<file path="config.mk">
export PLATFORM = sky130hd
export DESIGN_NAME = trap_controller
export DESIGN_NICKNAME = d
export VERILOG_FILES = /design/src/rtl/trap_controller_pkg.sv /design/src/rtl/trap_controller_watchdog.sv /design/src/rtl/trap_controller.sv
export SDC_FILE = /design/constraint.sdc
export NUM_CORES = 1
export LEC_CHECK = 0
export BUFFER_PORTS_ARGS = -buffer_cell sky130_fd_sc_hd__buf_4
export CAP_MARGIN = 25
export CORE_ASPECT_RATIO = 1.2
export CORE_MARGIN = 5
export CORE_UTILIZATION = 47
export CTS_CLUSTER_DIAMETER = 40
export CTS_CLUSTER_SIZE = 40
export DETAILED_ROUTE_END_ITERATION = 8
export PLACE_DENSITY_LB_ADDON = 0.05
export SLEW_MARGIN = 5
export SYNTH_ARGS = -nofsm -noshare
export SYNTH_HDL_FRONTEND = slang
export SYNTH_SLANG_ARGS = --single-unit
</file>
<file path="constraint.sdc">
create_clock -name clk -period 3 [get_ports clk]
set_input_delay 0.15 -clock clk [delete_from_list [all_inputs] [get_ports clk]]
set_output_delay 0.15 -clock clk [all_outputs]
set_load 0.005 [all_outputs]
</file>
<file path="src/rtl/trap_controller_pkg.sv">
// Shared types and defaults for the trap entry/return controller.
package TrapPkg;

  // Controller states (the FSM table lives in trap_controller.sv).
  typedef enum logic [1:0] {
    ST_IDLE    = 2'd0,
    ST_ENTER   = 2'd1,
    ST_HANDLER = 2'd2,
    ST_EXIT    = 2'd3
  } trap_state_e;

  localparam logic [31:0] HANDLER_BASE_DEFAULT = 32'h1c09_0000;
  localparam logic [31:0] HANDLER_LAST_DEFAULT = 32'h1c09_0088;
  localparam int          WDOG_CYCLES_DEFAULT  = 1024;

  // True when pc is a word-aligned address inside the inclusive ROM window.
  function automatic logic in_rom_window(input logic [31:0] pc,
                                         input logic [31:0] base,
                                         input logic [31:0] last);
    return (pc >= base) && (pc <= last) && (pc[1:0] == 2'b00);
  endfunction

endpackage

</file>
<file path="src/rtl/trap_controller_watchdog.sv">
// Handler watchdog: down-counter loaded on clear, decremented while enabled,
// expire is high during an enabled cycle once the count has reached zero.
// Only instantiated when TRAP_WATCHDOG_EN is defined.
module TrapWatchdog #(
  parameter int WDOG_CYCLES = 1024
) (
  input  logic clk,
  input  logic rst_n,
  input  logic clear,
  input  logic enable,
  output logic expire
);

  localparam int CW = (WDOG_CYCLES > 2) ? $clog2(WDOG_CYCLES) : 1;
  localparam logic [CW-1:0] LOAD = CW'(WDOG_CYCLES - 1);

  logic [CW-1:0] count;

  // Reload on clear, otherwise count down while enabled and not yet at zero.
  always_ff @(posedge clk) begin
    if (!rst_n) begin
      count <= LOAD;
    end else if (clear) begin
      count <= LOAD;
    end else if (enable && (count != '0)) begin
      count <= count - 1'b1;
    end
  end

  assign expire = enable && (count == '0);

endmodule

</file>
<file path="src/rtl/trap_controller.sv">
// Trap entry/return controller: steers fetch into the exception-handler ROM on
// ecall and back to the saved PC on sret.
// Optional build macro: TRAP_WATCHDOG_EN adds a handler-residency watchdog that
// forces the return path and raises a sticky Timeout.
//
// state      | meaning
// -----------+----------------------------------------------------
// ST_IDLE    | normal execution, waiting for an ecall
// ST_ENTER   | redirect to HANDLER_BASE held until fetch accepts
// ST_HANDLER | handler running, waiting for sret (or watchdog)
// ST_EXIT    | redirect to Sepc held until fetch accepts
module trap_controller
  import TrapPkg::*;
#(
  parameter logic [31:0] HANDLER_BASE = HANDLER_BASE_DEFAULT,
  parameter logic [31:0] HANDLER_LAST = HANDLER_LAST_DEFAULT,
  parameter int          WDOG_CYCLES  = WDOG_CYCLES_DEFAULT
) (
  input  logic        clk,
  input  logic        rst_n,
  input  logic        EcallValid,
  input  logic [31:0] EcallPc,
  input  logic [31:0] EcallCode,
  input  logic        SretValid,
  input  logic [31:0] FetchPc,
  input  logic        RedirectReady,
  output logic        Redirect,
  output logic [31:0] RedirectPc,
  output logic        Flush,
  output logic        InHandler,
  output logic        RomSelect,
  output logic [31:0] Sepc,
  output logic [31:0] Scause,
  output logic        TrapError,
  output logic        Timeout
);

  // A watchdog shorter than two cycles would expire on the first handler cycle.
  if (WDOG_CYCLES < 2) begin : g_bad_wdog_cfg
    $error("trap_controller: WDOG_CYCLES must be at least 2");
  end

  trap_state_e state, state_next;
  logic        flush_next;
  logic        take_ecall;
  logic        err_set;
  logic        wdog_expire;

`ifdef TRAP_WATCHDOG_EN
  logic wdog_clear;
  logic wdog_enable;
  logic timeout_set;

  assign wdog_clear  = (state == ST_ENTER) && RedirectReady;
  assign wdog_enable = (state == ST_HANDLER);
  // An sret arriving in the expiry cycle wins; that is a normal return.
  assign timeout_set = wdog_expire && !SretValid;

  TrapWatchdog #(
    .WDOG_CYCLES(WDOG_CYCLES)
  ) u_watchdog (
    .clk   (clk),
    .rst_n (rst_n),
    .clear (wdog_clear),
    .enable(wdog_enable),
    .expire(wdog_expire)
  );

  // Sticky watchdog flag.
  always_ff @(posedge clk) begin
    if (!rst_n) begin
      Timeout <= 1'b0;
    end else if (timeout_set) begin
      Timeout <= 1'b1;
    end
  end
`else
  assign wdog_expire = 1'b0;
  assign Timeout     = 1'b0;
`endif

  // Next-state, flush request and protocol-error detection.
  always_comb begin
    state_next = state;
    flush_next = 1'b0;
    take_ecall = 1'b0;
    err_set    = 1'b0;
    unique case (state)
      ST_IDLE: begin
        if (EcallValid) begin
          take_ecall = 1'b1;
          flush_next = 1'b1;
          state_next = ST_ENTER;
        end
        if (SretValid) begin
          err_set = 1'b1;
        end
      end
      ST_ENTER: begin
        if (RedirectReady) begin
          state_next = ST_HANDLER;
        end
        if (EcallValid) begin
          err_set = 1'b1;
        end
      end
      ST_HANDLER: begin
        if (SretValid || wdog_expire) begin
          flush_next = 1'b1;
          state_next = ST_EXIT;
        end
        if (EcallValid) begin
          err_set = 1'b1;
        end
      end
      ST_EXIT: begin
        if (RedirectReady) begin
          state_next = ST_IDLE;
        end
        if (EcallValid) begin
          err_set = 1'b1;
        end
      end
      default: begin
        state_next = ST_IDLE;
      end
    endcase
  end

  // State, registered flush pulse, trap context and sticky error flag.
  always_ff @(posedge clk) begin
    if (!rst_n) begin
      state     <= ST_IDLE;
      Flush     <= 1'b0;
      Sepc      <= '0;
      Scause    <= '0;
      TrapError <= 1'b0;
    end else begin
      state <= state_next;
      Flush <= flush_next;
      if (take_ecall) begin
        Sepc   <= EcallPc + 32'd4;
        Scause <= EcallCode;
      end
      if (err_set) begin
        TrapError <= 1'b1;
      end
    end
  end

  // Redirect is a pure decode of the state register, so it holds until the
  // cycle fetch accepts it.
  assign Redirect   = (state == ST_ENTER) || (state == ST_EXIT);
  assign RedirectPc = (state == ST_EXIT) ? Sepc : HANDLER_BASE;
  assign InHandler  = (state != ST_IDLE);
  assign RomSelect  = in_rom_window(FetchPc, HANDLER_BASE, HANDLER_LAST);

endmodule

</file>
==> results.rst <==
.. list-table::
   :header-rows: 1

   * - Metric
     - Value
   * - RSZ-0062 raised after global routing
     - false
   * - Count of warnings emitted by yosys
     - 0
   * - Worst-case setup slack after placement
     - 1.09 ns
   * - Htree depth
     - 3
   * - Vias per std cell
     - 5.24
   * - Run status
     - finished, final reports clean
   * - Wire length reported by the detailed router
     - 10.4 mm
   * - Fin cells
     - 707
   * - Floorplan die width
     - 87.5 µm
   * - Largest buffer count on any clock path
     - 2
   * - FFs w/ async S/R, synth
     - 0%
   * - Worst Hold Depth
     - 3
   * - Busiest grt layer
     - met2
   * - Clock sink total
     - 68
   * - Antenna violations before repair
     - 0
   * - Mean instance size in the synthesized netlist
     - 7.98 µm²
   * - Cell area after layout
     - 0.00510 mm²
   * - First-pass GRT wire length
     - 16.4 mm
   * - Maxcap violations
     - 0
   * - Startpoint Class
     - primary input
   * - Placed standard-cell area
     - 0.00489 mm²
   * - Post-CTS Setup Repair Bufs
     - 0
   * - CTS hold repair buffers
     - 1
   * - Number of gates on the worst path with buffers counted
     - 7
   * - Worst Max-Slew Pin Slew
     - 0.635 ns
   * - Switching portion of total power
     - 33.8%
   * - Hold Fails Final Rpt
     - 0
   * - Endpoints failing setup
     - 0
   * - Final-report max-slew violation count
     - 0
   * - Layout net count
     - 719
   * - Global-route usage over all layers
     - 22.6%
   * - Crit path kind
     - in -> reg
   * - DR pass1 iterations
     - 4
   * - Number of global-route vias before repair
     - 3526
   * - Ordered cell list for the critical path
     - dlygate4sd3_1 > buf_4 > ha_1 > and3_2 > nand4_1 > or4_1 > a31oi_1
   * - Power per standard cell area
     - 637 mW/mm²
   * - CP Capture Type
     - flip-flop
   * - R2R cell count
     - 6
   * - Starting utilization of the core area
     - 47.4%
   * - Peak per-stage delay on the critical path
     - 0.52 ns
   * - Fin Clk Skew
     - 0.0110 ns
   * - Sequential-to-total area share from yosys stat
     - 40.2%
   * - Crit-path slowest cell
     - dlygate4sd3_1
   * - Area Growth Syn to Fin
     - 50.7%
   * - Post-synth cell types
     - 46
   * - Peak supply drop
     - 405 µV
   * - Number of primary I/O pins
     - 203
   * - Worst Path Buf+Inv
     - 2
   * - Internal Dissipation
     - 2.15 mW
   * - Net count after synthesis
     - 531
   * - Power share of the combinational group
     - 37.4%
   * - Final weighted congestion of routability-driven global placement
     - 0.877
   * - Largest delay contributor family on the critical path
     - simple AND/OR/NAND/NOR gates
   * - DRT antenna net count
     - 0
   * - Type of the worst min-delay path
     - in -> reg
   * - CTS tree
     - yes
   * - Maximum clock frequency
     - 510 MHz
   * - M3 GR Usage
     - 5.44%
   * - Post-layout utilization of the core
     - 71.4%
   * - Number of clock buffers inserted by TritonCTS
     - 9
   * - Half-perimeter wire length of the detailed placement result
     - 8.00 mm
   * - Iteration-0 DRC count of the detailed router
     - 116
   * - P_sw
     - 1.10 mW
   * - Clock transition time at the flip-flop clock pins of the worst setup and hold paths
     - 0.08 ns
   * - Total of buffers placed on input and output ports
     - 201
   * - Total congestion overflow after global routing
     - 0
   * - Post-CTS Resized
     - 0
   * - Die area
     - 0.00901 mm²
   * - Largest net degree at the start of global routing
     - 63
   * - Y dimension of the die
     - 103 µm
   * - Total leakage power
     - 2.27 nW
   * - Final critical-path share of the clock period
     - 65.3%
   * - Crit path required time
     - 3.27 ns
   * - Power, Total
     - 3.25 mW
   * - Clk root buf
     - clkbuf_8
   * - Number of enable-type register cells in the synthesized netlist
     - 0
   * - Period minus WS final
     - 1.96 ns
   * - Met2 global-route usage
     - 40.1%
   * - Final sum of negative setup slack
     - 0 ns
   * - Data arrival, critical path
     - 2.23 ns
   * - DRC Markers
     - 0
   * - Hold Worst Slack
     - 0.0523 ns
   * - Source-to-sink clock delay at the later pin of the worst-skew pair
     - 0.35 ns
   * - Worst max-slew margin expressed relative to the limit
     - 57.4%
   * - Cell count after placement
     - 690
   * - Flip-flop and latch count after synthesis
     - 68
   * - Reg power frac
     - 39.2%
   * - Routed vias
     - 3707
   * - Final setup slack of the worst path
     - 1.04 ns
   * - Syn Std Cell Area
     - 0.00338 mm²
   * - Crit-path max FO
     - 8
   * - Fraction of layout cells with a size suffix above 1
     - 37.4%
   * - Primary FF master, synth
     - dfxtp_1
   * - Count of inserted antenna diode cells
     - 0
   * - Average wire length per cell after detail routing
     - 14.7 µm
   * - Number of rows in the core area
     - 34
   * - Met1 Usage GRT
     - 27.3%
   * - Cells after synthesis
     - 424
   * - Placeable core area
     - 0.00715 mm²
   * - Power share of the clock group
     - 23.3%
worst register-to-register path, stage by stage (launching register included):
cell	delay, ns
dfxtp_1	0.33
inv_1	0.12
ha_1	0.20
and2_2	0.55
buf_12	0.32
nor2_1	0.09
a211oi_1	0.21
power by group through the flow:
stage | Clock [mW] | Combinational [mW] | Sequential, mW
after detailed placement | 0 | 1.23 | 1.30
after global routing | 0.812 | 1.36 | 1.31
after CTS | 0.777 | 1.23 | 1.28
after floorplan | 0 | 0.582 | 1.28
final | 0.759 | 1.22 | 1.27
after global placement | 0 | 1.18 | 1.29
layer usage:
metal  share of wire (%)  vias to the layer above
met4                 1.3                        0
met3                 7.8                       11
li1                    -                     1885
met1                  40                     1684
met2                  51                      127
met5                   0                        -
registers in the layout (all words and copies together), names as in the netlist:
register	cells
Sepc	32
Flush	1
Scause	32
TrapError	1
state	2
Yosys cell counts (2+ instances only):
master / number / area, µm²
or3_2: 2 / 15.0
buf_6: 5 / 56.3
dfxtp_1: 68 / 1360
nand2_1: 80 / 300
ha_1: 6 / 75.1
clkbuf_1: 20 / 75.1
and3_2: 2 / 15.0
nand3_1: 13 / 65.1
buf_2: 2 / 10.0
nand4_1: 6 / 37.5
o21ai_0: 30 / 150
a31oi_1: 17 / 106
and4_1: 3 / 26.3
or4_1: 11 / 82.6
and2_1: 30 / 188
xor2_1: 9 / 78.8
o31ai_1: 12 / 90.1
nor4_1: 3 / 18.8
nor2_1: 11 / 41.3
and3_1: 3 / 18.8
a211oi_1: 8 / 60.1
inv_1: 5 / 18.8
nand2b_1: 6 / 37.5
or3_1: 7 / 43.8
a21oi_1: 43 / 215
xnor2_1: 2 / 17.5
final cells by class:
| type | instances | area [µm²] |
|---|---|---|
| Fill cell | 607 | 2050 |
| Multi-Input combinational cell | 321 | 1840 |
| Timing Repair Buffer | 206 | 1560 |
| Sequential cell | 68 | 1360 |
| Clock buffer | 11 | 141 |
| Tap cell | 90 | 113 |
| Clock inverter | 5 | 60.1 |
| Inverter | 6 | 22.5 |
placed cells by master, fill, tap and decap left out, types with 2 or more instances in the layout:
cell / count
dfxtp_1: 68
or4_1: 11
or3_2: 2
nor4_1: 3
a21oi_1: 43
nand2_1: 80
inv_1: 5
buf_4: 204
xnor2_1: 2
nand2b_1: 6
a31oi_1: 17
o21ai_0: 30
ha_1: 6
and3_2: 2
nand3_1: 13
a211oi_1: 8
nand4_1: 6
clkbuf_8: 10
nor2_1: 11
xor2_1: 9
and3_1: 3
and2_1: 29
o31ai_1: 12
or3_1: 7
and4_1: 3
cells by family after synthesis:
logic type	after synthesis	synth area share, %
AO/OA/AOI/OAI	116	19.9
AND/OR/NAND/NOR	186	29.0
flip-flops	68	40.2
buffers and inverters	35	5.43
other	1	0.111
XOR/XNOR	11	2.85
adder cells (fa/ha/maj)	6	2.22
multiplexers	1	0.296
worst paths after layout:
check | from | endpoint | slack [ns]
setup / recovery | EcallPc[2] | Sepc[24] | 1.04
hold / removal | EcallCode[19] | Scause[19] | 0.05
setup reg to reg | state[0] | Sepc[9] | 1.09
hold reg to reg | Scause[19] | Scause[19] | 0.46
(Power assumes the default switching activity.)
